--- config.mk ---
export PLATFORM = sky130hd
export DESIGN_NAME = instruction_fetch_stage
export DESIGN_NICKNAME = d
export VERILOG_FILES = /design/src/rtl/instruction_fetch_stage.sv
export SDC_FILE = /design/constraint.sdc
export NUM_CORES = 1
export LEC_CHECK = 0
export BUFFER_PORTS_ARGS = -buffer_cell sky130_fd_sc_hd__buf_2
export CORE_MARGIN = 2
export CORE_UTILIZATION = 40
export CTS_CLUSTER_DIAMETER = 120
export DETAILED_ROUTE_END_ITERATION = 10
export GPL_TIMING_DRIVEN = 0
export MAX_ROUTING_LAYER = met4
export PLACE_DENSITY = 0.65
export SYNTH_ARGS = -nofsm -noshare
export SYNTH_HDL_FRONTEND = slang
export SYNTH_SLANG_ARGS = --single-unit
--- constraint.sdc ---
create_clock -name clk -period 4 [get_ports clk]
set_clock_uncertainty 0.2 [all_clocks]
set_input_delay 0.2 -clock clk [delete_from_list [all_inputs] [get_ports clk]]
set_output_delay 0.2 -clock clk [all_outputs]
set_load 0.01 [all_outputs]
--- src/rtl/instruction_fetch_stage.sv ---
// Purpose : PC register and IF/ID pipeline register feeding a combinational instruction memory.
// Latency : inst_addr is combinational from pc; the word at pc lands in IF/ID on the next rising edge.
// Backpr. : stall holds pc, IF/ID and count; a branch overrides stall; a misaligned target halts until reset.
//
// Ports:
//   clk, reset          rising-edge clock, synchronous active-high reset
//   stall               hold pc and IF/ID this cycle
//   branch_taken/target redirect request and its byte address
//   inst_addr           byte address to instruction memory (= pc)
//   inst_data           instruction word returned for inst_addr
//   if_id_pc/inst/valid IF/ID register contents
//   misaligned          sticky fault: a redirect target was not word aligned
//   fetch_count         saturating count of instructions delivered into IF/ID
module instruction_fetch_stage #(
   parameter logic [63:0] RESET_PC = 64'h0,
   parameter logic [31:0] NOP_INST = 32'h0000_0013,
   parameter int          CNT_W    = 32
) (
   input  logic             clk,
   input  logic             reset,
   input  logic             stall,
   input  logic             branch_taken,
   input  logic [63:0]      branch_target,
   output logic [63:0]      inst_addr,
   input  logic [31:0]      inst_data,
   output logic [63:0]      if_id_pc,
   output logic [31:0]      if_id_inst,
   output logic             if_id_valid,
   output logic             misaligned,
   output logic [CNT_W-1:0] fetch_count
);

   typedef enum logic {ST_RUN, ST_HALT} state_t;

   state_t           state_q, state_d;
   logic [63:0]      pc_q, pc_d;
   logic [63:0]      if_id_pc_q, if_id_pc_d;
   logic [31:0]      if_id_inst_q, if_id_inst_d;
   logic             if_id_valid_q, if_id_valid_d;
   logic             misaligned_q, misaligned_d;
   logic [CNT_W-1:0] cnt_q, cnt_d;

   localparam logic [CNT_W-1:0] CNT_ONE = {{(CNT_W-1){1'b0}}, 1'b1};

   always_comb begin
      state_d       = state_q;
      pc_d          = pc_q;
      if_id_pc_d    = if_id_pc_q;
      if_id_inst_d  = if_id_inst_q;
      if_id_valid_d = if_id_valid_q;
      misaligned_d  = misaligned_q;
      cnt_d         = cnt_q;

      case (state_q)
         ST_RUN: begin
            if (branch_taken) begin
               // The wrong-path instruction is discarded whatever the target.
               if_id_pc_d    = 64'h0;
               if_id_inst_d  = NOP_INST;
               if_id_valid_d = 1'b0;
               if (branch_target[1:0] != 2'b00) begin
                  misaligned_d = 1'b1;
                  state_d      = ST_HALT;
               end else begin
                  pc_d = branch_target;
               end
            end else if (!stall) begin
               if_id_pc_d    = pc_q;
               if_id_inst_d  = inst_data;
               if_id_valid_d = 1'b1;
               pc_d          = pc_q + 64'd4;  // wraps modulo 2^64 by design
               if (!(&cnt_q)) begin
                  cnt_d = cnt_q + CNT_ONE;
               end
            end
         end
         ST_HALT: begin
            // Frozen until reset; keep a bubble in IF/ID.
            if_id_pc_d    = 64'h0;
            if_id_inst_d  = NOP_INST;
            if_id_valid_d = 1'b0;
            misaligned_d  = 1'b1;
         end
         default: state_d = ST_RUN;
      endcase
   end

   always_ff @(posedge clk) begin
      if (reset) begin
         state_q       <= ST_RUN;
         pc_q          <= RESET_PC;
         if_id_pc_q    <= 64'h0;
         if_id_inst_q  <= NOP_INST;
         if_id_valid_q <= 1'b0;
         misaligned_q  <= 1'b0;
         cnt_q         <= '0;
      end else begin
         state_q       <= state_d;
         pc_q          <= pc_d;
         if_id_pc_q    <= if_id_pc_d;
         if_id_inst_q  <= if_id_inst_d;
         if_id_valid_q <= if_id_valid_d;
         misaligned_q  <= misaligned_d;
         cnt_q         <= cnt_d;
      end
   end

   assign inst_addr   = pc_q;
   assign if_id_pc    = if_id_pc_q;
   assign if_id_inst  = if_id_inst_q;
   assign if_id_valid = if_id_valid_q;
   assign misaligned  = misaligned_q;
   assign fetch_count = cnt_q;

endmodule

* Word level (Yosys, flattened, before mapping)
Cells that the tools add are included. W data, S select, Z words.
Storage, ports and cells: register bits 195, bits of input ports 100, output and inout bits 194, word-level logic and storage cells 41
Cells by class: add/subtract/negate cells 2, eq/ne operators 5, muxes and demuxes 18, bitwise operators 4, reduce and logical (&&, ||, !) cells 5
Operators by type and width (number):
- $mux W64 | 5
- $pmux W64 S2 | 1
- $add A64 B3 Y64 const B | 1
- $mux W32 | 2
- $pmux W32 S2 | 1
- $add A32 B1 Y32 const B | 1
- $reduce_and A32 Y1 | 1
- $mux W1 | 7
- $ne A2 B2 Y1 const B | 3
- $not A1 Y1 | 4
- $pmux W1 S2 | 2
- $reduce_and A4 Y1 | 1
- $ne A3 B3 Y1 const B | 1
- $reduce_and A3 Y1 | 1
- $ne A2 B1 Y1 const B | 1
- $reduce_and A2 Y1 | 1
- $reduce_bool A2 Y1 | 1

* Depth between registers and ports, before layout
Gate-level depths: netlist of run 1.
word-level depth 4, gate-level depth with buffers 8, depth with buffers taken out 6

* Worst setup path before layout of run 1
No wires, ideal clock.
path type register to register, start register pc_q[2], in the netlist inst_addr[2], end register pc_q[44], in the netlist inst_addr[44], library setup time 0.074 ns, data arrival time 2.281 ns, required time 3.726 ns, path slack 1.444 ns, stages on the path, launching flop included 7, buffers on the path 0, clock period less this slack 2.556 ns, cells stage by stage dfxtp_1 -> ha_1 -> nand4_1 -> nor4_1 -> nand3_1 -> or4b_1 -> a31oi_1
On the way: longest elaborated chain between the ends 3
RTL lines:
- from (decl) | RTL line 36 | logic [63:0] pc_q, pc_d;
- from (signal assigned) | RTL line 99 | pc_q <= pc_d;
- $add A64 B3 Y64 | RTL line 71 | pc_d = pc_q + 64'd4;
- $mux W64 | RTL line 67 | end else if (!stall) begin
- $mux W64 | RTL line 56 | if (branch_taken) begin
Every way passes these cells. The select of a mux whose other input is x is not followed. A chain may end at the register's enable or synchronous reset.

* Worst setup path after layout of run 1
Same ends and word-level chain as after synthesis.

==> results.sh, run 1 <==
export IMPL_status="finished with violations"
export IMPL_violations="negative setup slack"
export IMPL_areaGrowthSynthToFinish_pct=35.2
export IMPL_criticalPathCategory="reg2reg"
export IMPL_swShare_pct=29.2
export IMPL_timing_final_ws_setup_ns=-0.0346
export IMPL_synth_seq_cells=195
export IMPL_core_mm2=0.0227
export IMPL_grt_usage_pct=32.3
export IMPL_std_cell_rows=55
export IMPL_vias=11100
export IMPL_rsz0062_at_grt="no"
export IMPL_vias_per_cell=6.03
export IMPL_setup_tns_ns=-0.0346
export IMPL_cpMaxStageDelayCell="nor4_1"
export IMPL_htreeDepth=4
export IMPL_syn_area_per_cell_um2=8.09
export IMPL_dieArea_mm2=0.0244
export IMPL_final_common_cell="buf_2"
export IMPL_grt_max_degree=20
export IMPL_min_to="inst_addr[48]$_SDFFE_PP0P_"
export IMPL_power_internal_uw=3090
export IMPL_antenna_found_initial=0
export IMPL_cp_slowest_stage_delay_ns=1.20
export IMPL_die_width_um=156
export IMPL_die_y_um=156
export IMPL_clkSinkCount=195
export IMPL_maxCapViolCount=0
export IMPL_first_global_vias=10400
export IMPL_hold_path_class="in2reg"
export IMPL_slew_headroom_pct=6.59
export IMPL_clk_latency_ns=0.44
export IMPL_worstPathArrival_ns=4.20
export IMPL_syn_area_mm2=0.00928
export IMPL_synth_cell_types=67
export IMPL_r2r_start="inst_addr[2]$_SDFFE_PP0P_"
export IMPL_antenna_left=0
export IMPL_yosysSeqAreaShare_pct=42.1
export IMPL_start_util_pct=40.9
export IMPL_clkTransAtPathRegs_ns=0.08
export IMPL_dp_hpwl_um=27700
export IMPL_path_cells="ha_1 > nand4_1 > nor4_1 > nand3_1 > or4b_1 > a31oi_1"
export IMPL_place_inst=1723
export IMPL_most_common_layout_cells="buf_2 (299), dfxtp_1 (195), nor2_1 (141), a22oi_1 (98), dlygate4sd3_1 (86)"
export IMPL_max_freq_mhz=248
export IMPL_fin_crit_sh_pct=101
export IMPL_wl_per_cell_um=21.3
export IMPL_synthArstFlopShare_pct=0
export IMPL_synth_edf_count=0
export IMPL_post_cts_buffers=0
export IMPL_reg2reg_depth=6
export IMPL_layout_drive_gt1_share_pct=22.8
export IMPL_startpoint_type="flop"
export IMPL_drc=0
export IMPL_setup_viol=1
export IMPL_hp_start="branch_target[48]"
export IMPL_dp_slack_ns=0.332
export IMPL_synth_flop_cell="dfxtp_1"
export IMPL_pwr_share_seq_pct=47.3
export IMPL_power_density_mw_per_mm2=347
export IMPL_fin_util_pct=55.3
export IMPL_period_needed_ns=4.03
export IMPL_crit_path_end_kind="flop"
export IMPL_holdPathStages=4
export IMPL_required_ns=4.17
export IMPL_r2r_setup_slack_ns=-0.03
export IMPL_synth_nets=1249
export IMPL_grt_pass1_wl_um=59400
export IMPL_timing_rr_end="inst_addr[44]$_SDFFE_PP0P_"
export IMPL_wirelength_um=39300
export IMPL_clockBufferDepth=2
export IMPL_clockPowerShare_pct=40.6
export IMPL_ios=294
export IMPL_dr_first_iter_drc_count=1364
export IMPL_cts_root_buf="clkbuf_16"
export IMPL_fin_nets=1645
export IMPL_critPathMaxFanout=9
export IMPL_fin_total_pwr_uw=4360
export IMPL_yosysWarnings=0
export IMPL_hold_violations=0
export IMPL_tightest_slew_ns=1.39
export IMPL_nFillCells=2170
export IMPL_switching_power_uw=1270
export IMPL_slew_viol_final=0
export IMPL_drt_pass1_iterations=6
export IMPL_port_buffers=291
export IMPL_pwr_share_comb_pct=12.2
export IMPL_grt_overflow=0
export IMPL_syn_inst=1147
export IMPL_final_cells=1842
export IMPL_power_leakage_uw=0.00496
export IMPL_vdd_ir_drop_max_mv=0.260
export IMPL_tritoncts="built"
export IMPL_place_congestion=0.980
export IMPL_cts_buffers=17
[timing repair]
item	4_1_cts	5_1_grt
setup endpoints to repair	0	0
hold endpoints to repair	88	0
resized for setup	0	0
hold buffers	86	0
[critical path, delay by kind of cell, from the launching register on]
kind | cells | cell delay [ns]
simple gates | 4 | 2.65
fa+ha+maj | 1 | 0.34
flops | 1 | 0.60
compound gates | 1 | 0.17
[how the worst max path moves through the flow]
stage,startpoint,endpoint,slack [ns],depth (start not counted)
after global placement,inst_addr[2]$_SDFFE_PP0P_,inst_addr[44]$_SDFFE_PP0P_,0.31,6
after floorplan,inst_addr[2]$_SDFFE_PP0P_,inst_addr[44]$_SDFFE_PP0P_,1.44,6
after CTS,inst_addr[2]$_SDFFE_PP0P_,inst_addr[44]$_SDFFE_PP0P_,0.30,6
final,inst_addr[2]$_SDFFE_PP0P_,inst_addr[44]$_SDFFE_PP0P_,-0.03,6
after global routing,inst_addr[2]$_SDFFE_PP0P_,inst_addr[52]$_SDFFE_PP0P_,0.04,6
after detailed placement,inst_addr[2]$_SDFFE_PP0P_,inst_addr[44]$_SDFFE_PP0P_,0.33,6
[layout make-up]
type                       count  area (µm²)  area share (%)
antenna                        1        2.50          0.0199
inverter                      11        41.3           0.329
sequential                   195        3900            31.1
clock inverter                15         166            1.33
buffer                        91         360            2.87
multi-input combinational    850        4970            39.6
clock buffer                  17         425            3.39
timing repair buffer         377        2320            18.5
tap                          285         357            2.84
[cells by family after synthesis]
kind of cell	after synthesis	share of synthesized area, %
AOI/OAI and AO/OA	327	23.7
muxes	16	1.82
xor gates and xnor gates	6	0.566
DFF	195	42.1
adders and majority gates	2	0.270
and+or+nand+nor	499	27.3
buffers and inverters	102	4.33
[power by group through the flow]
stage          logic [µW]  clock network, µW  registers, µW
3_5_place_dp          447                  0           2100
3_3_place_gp          444                  0           2100
2_1_floorplan         217                  0           2100
4_1_cts               515               1780           2060
6_report              530               1770           2060
5_1_grt               565               1860           2060
[layer usage]
layer / routed length, µm / global-route usage (%) / vias to the layer above
li1: - / - / 5138
met1: 16200 / 40.5 / 5257
met2: 17900 / 50.0 / 600
met3: 3660 / 7.31 / 120
met4: 1620 / 14.0 / 0
met5: 0 / - / -
[sequential cells by signal, summed over array words and instances, names as in the netlist]
name and flops:
if_id_valid 1, inst_addr 64, if_id_pc 64, fetch_count 32, state_q 1, if_id_inst 32, misaligned 1
[Yosys cell counts (all sizes together) (8+ instances only)]
| cell | count | area (µm²) |
|---|---|---|
| dfxtp | 195 | 3900 |
| nor2 | 141 | 529 |
| a22oi | 98 | 736 |
| nand2 | 82 | 308 |
| a21oi | 74 | 370 |
| clkbuf | 73 | 275 |
| nand3 | 65 | 325 |
| o21ai | 41 | 205 |
| nand4 | 39 | 244 |
| nor3 | 36 | 180 |
| or3 | 32 | 200 |
| nor4 | 29 | 203 |
| a31oi | 21 | 131 |
| and3 | 20 | 125 |
| or4 | 20 | 158 |
| buf | 18 | 85.1 |
| o211ai | 12 | 90.1 |
| a211oi | 11 | 82.6 |
| inv | 10 | 37.5 |
| o31ai | 10 | 75.1 |
| and2 | 9 | 56.3 |
| mux2i | 9 | 90.1 |
| and4 | 8 | 70.1 |
| o21a | 8 | 60.1 |
[per-stage QoR]
step,hold slack (ns),area [µm²]
2_1_floorplan,0.148,9280
3_3_place_gp,0.225,11100
3_5_place_dp,0.223,11100
4_1_cts,0.00314,12500
5_1_grt,0.0212,12500
6_report,0.00636,12500
(Power assumes the default switching activity.)
==> inputs of run 2 (changes only) <==
Settings changed: RECOVER_POWER set to 25.
==> results.sh, run 2 (synthesized netlist as in run 1, its figures left out) <==
export IMPL_status="completed"
export IMPL_grt_usage_pct=32.3
export IMPL_required_ns=4.17
export IMPL_start_util_pct=40.9
export IMPL_htreeDepth=4
export IMPL_tightest_slew_ns=1.35
export IMPL_antenna_found_initial=0
export IMPL_slew_headroom_pct=9.00
export IMPL_port_buffers=291
export IMPL_cp_slowest_stage_delay_ns=1.17
export IMPL_regArea_mm2=0.00390
export IMPL_rsz0062_at_grt="no"
export IMPL_startpoint_type="flop"
export IMPL_path_cells="ha_1 > nand4_1 > nor4_1 > nand3_1 > or4b_1 > a31oi_1"
export IMPL_power_density_mw_per_mm2=350
export IMPL_vias_per_cell=6.02
export IMPL_criticalPathCategory="reg2reg"
export IMPL_grt_pass1_wl_um=59400
export IMPL_wl_per_cell_um=21.3
export IMPL_top_layer="met4"
export IMPL_final_common_cell="buf_2"
export IMPL_slew_viol_final=0
export IMPL_die_y_um=156
export IMPL_core_mm2=0.0227
export IMPL_cts_buffers=17
export IMPL_grt_max_degree=20
export IMPL_cts_hold_buffers=86
export IMPL_areaGrowthSynthToFinish_pct=33.9
export IMPL_clkTransAtPathRegs_ns=0.08
export IMPL_worstPathArrival_ns=4.12
export IMPL_fin_nets=1645
export IMPL_met3WireLength_um=3560
export IMPL_layout_drive_gt1_share_pct=16.7
export IMPL_drt_pass1_iterations=6
export IMPL_clockBufferDepth=2
export IMPL_cts_resized=0
export IMPL_maxCapViolCount=0
export IMPL_vdd_ir_drop_max_mv=0.260
export IMPL_cts_root_buf="clkbuf_16"
export IMPL_place_congestion=0.980
export IMPL_hold_path_class="in2reg"
export IMPL_clk_latency_ns=0.44
export IMPL_critPathMaxFanout=9
export IMPL_antenna_left=0
export IMPL_tritoncts="built"
export IMPL_grt_overflow=0
export IMPL_std_cell_rows=55
export IMPL_power_leakage_uw=0.00456
export IMPL_first_global_vias=10400
export IMPL_hold_violations=0
export IMPL_setup_viol=0
export IMPL_ios=294
export IMPL_cpMaxStageDelayCell="nor4_1"
export IMPL_post_cts_buffers=0
export IMPL_fin_crit_sh_pct=98.7
export IMPL_clkSinkCount=195
export IMPL_route_met2_wl_um=18000
export IMPL_die_width_um=156
export IMPL_met1_length_um=16200
export IMPL_dr_first_iter_drc_count=1246
export IMPL_multi_input_area_mm2=0.00497
export IMPL_crit_path_end_kind="flop"
export IMPL_vias=11100
export IMPL_nFillCells=2223
export IMPL_dp_hpwl_um=27700
export IMPL_setup_tns_ns=0
export IMPL_dieArea_mm2=0.0244
export IMPL_max_freq_mhz=253
export IMPL_fin_util_pct=54.7
export IMPL_most_common_layout_cells="buf_2 (205), dfxtp_1 (195), clkbuf_1 (166), nor2_1 (141), a22oi_1 (98)"
export IMPL_drc=0
export IMPL_wirelength_um=39300
export IMPL_period_needed_ns=3.95
==> run 2: cell types whose count changed in the layout (fill, tap and decap cells not counted), sizes merged <==
cell	previous run	this run
clkbuf	90	184
buf	309	215
==> run 2: power by group <==
group | internal, µW | switching [µW] | leakage (µW)
clock | 891 | 876 | 0.000290
sequential | 1990 | 74.0 | 0.00158
combinational | 205 | 320 | 0.00269
==> run 2: cell type report <==
cell class	instances	share of cell area (%)
antenna	1	0.0201
buffer	91	2.90
clock buffer	17	3.42
clock inverter	15	1.34
inverter	11	0.332
multi-input combinational	850	40.0
sequential	195	31.4
tap	285	2.87
timing repair buffer	377	17.7
==> run 2: path summary, 6_finish.rpt <==
check	startpoint	to	slack (ns)	cells after the start
min	branch_target[48]	inst_addr[48]$_SDFFE_PP0P_	0.002	4
max	inst_addr[2]$_SDFFE_PP0P_	inst_addr[44]$_SDFFE_PP0P_	0.05	6
max reg2reg	inst_addr[2]$_SDFFE_PP0P_	inst_addr[44]$_SDFFE_PP0P_	0.05	6
min reg2reg	if_id_valid$_SDFFE_PP0P_	if_id_valid$_SDFFE_PP0P_	0.27	2
==> run 2: metrics by stage <==
step	cells	instance area, µm²	hold WS, ns	total power, µW	setup WS (ns)
global placement	1723	11100	0.225	2540	0.307
CTS	1841	12500	0.00314	4360	0.301
floorplan	1147	9280	0.148	2310	1.44
detailed placement	1723	11100	0.223	2550	0.332
finish	1842	12400	0.00178	4350	0.0507
global route	1841	12400	0.0212	4490	0.0414
==> run 2: critical path: cells and delay by family (launching register included) <==
kind,cells,cell delay (ns)
compound gates,1,0.17
simple gates,4,2.57
flops,1,0.60
fa+ha+maj,1,0.34
==> run 2: layer usage <==
layer,vias up,GRT usage (%)
li1,5141,-
met1,5263,40.5
met2,585,50.0
met3,95,7.31
met4,0,14.0
met5,-,-
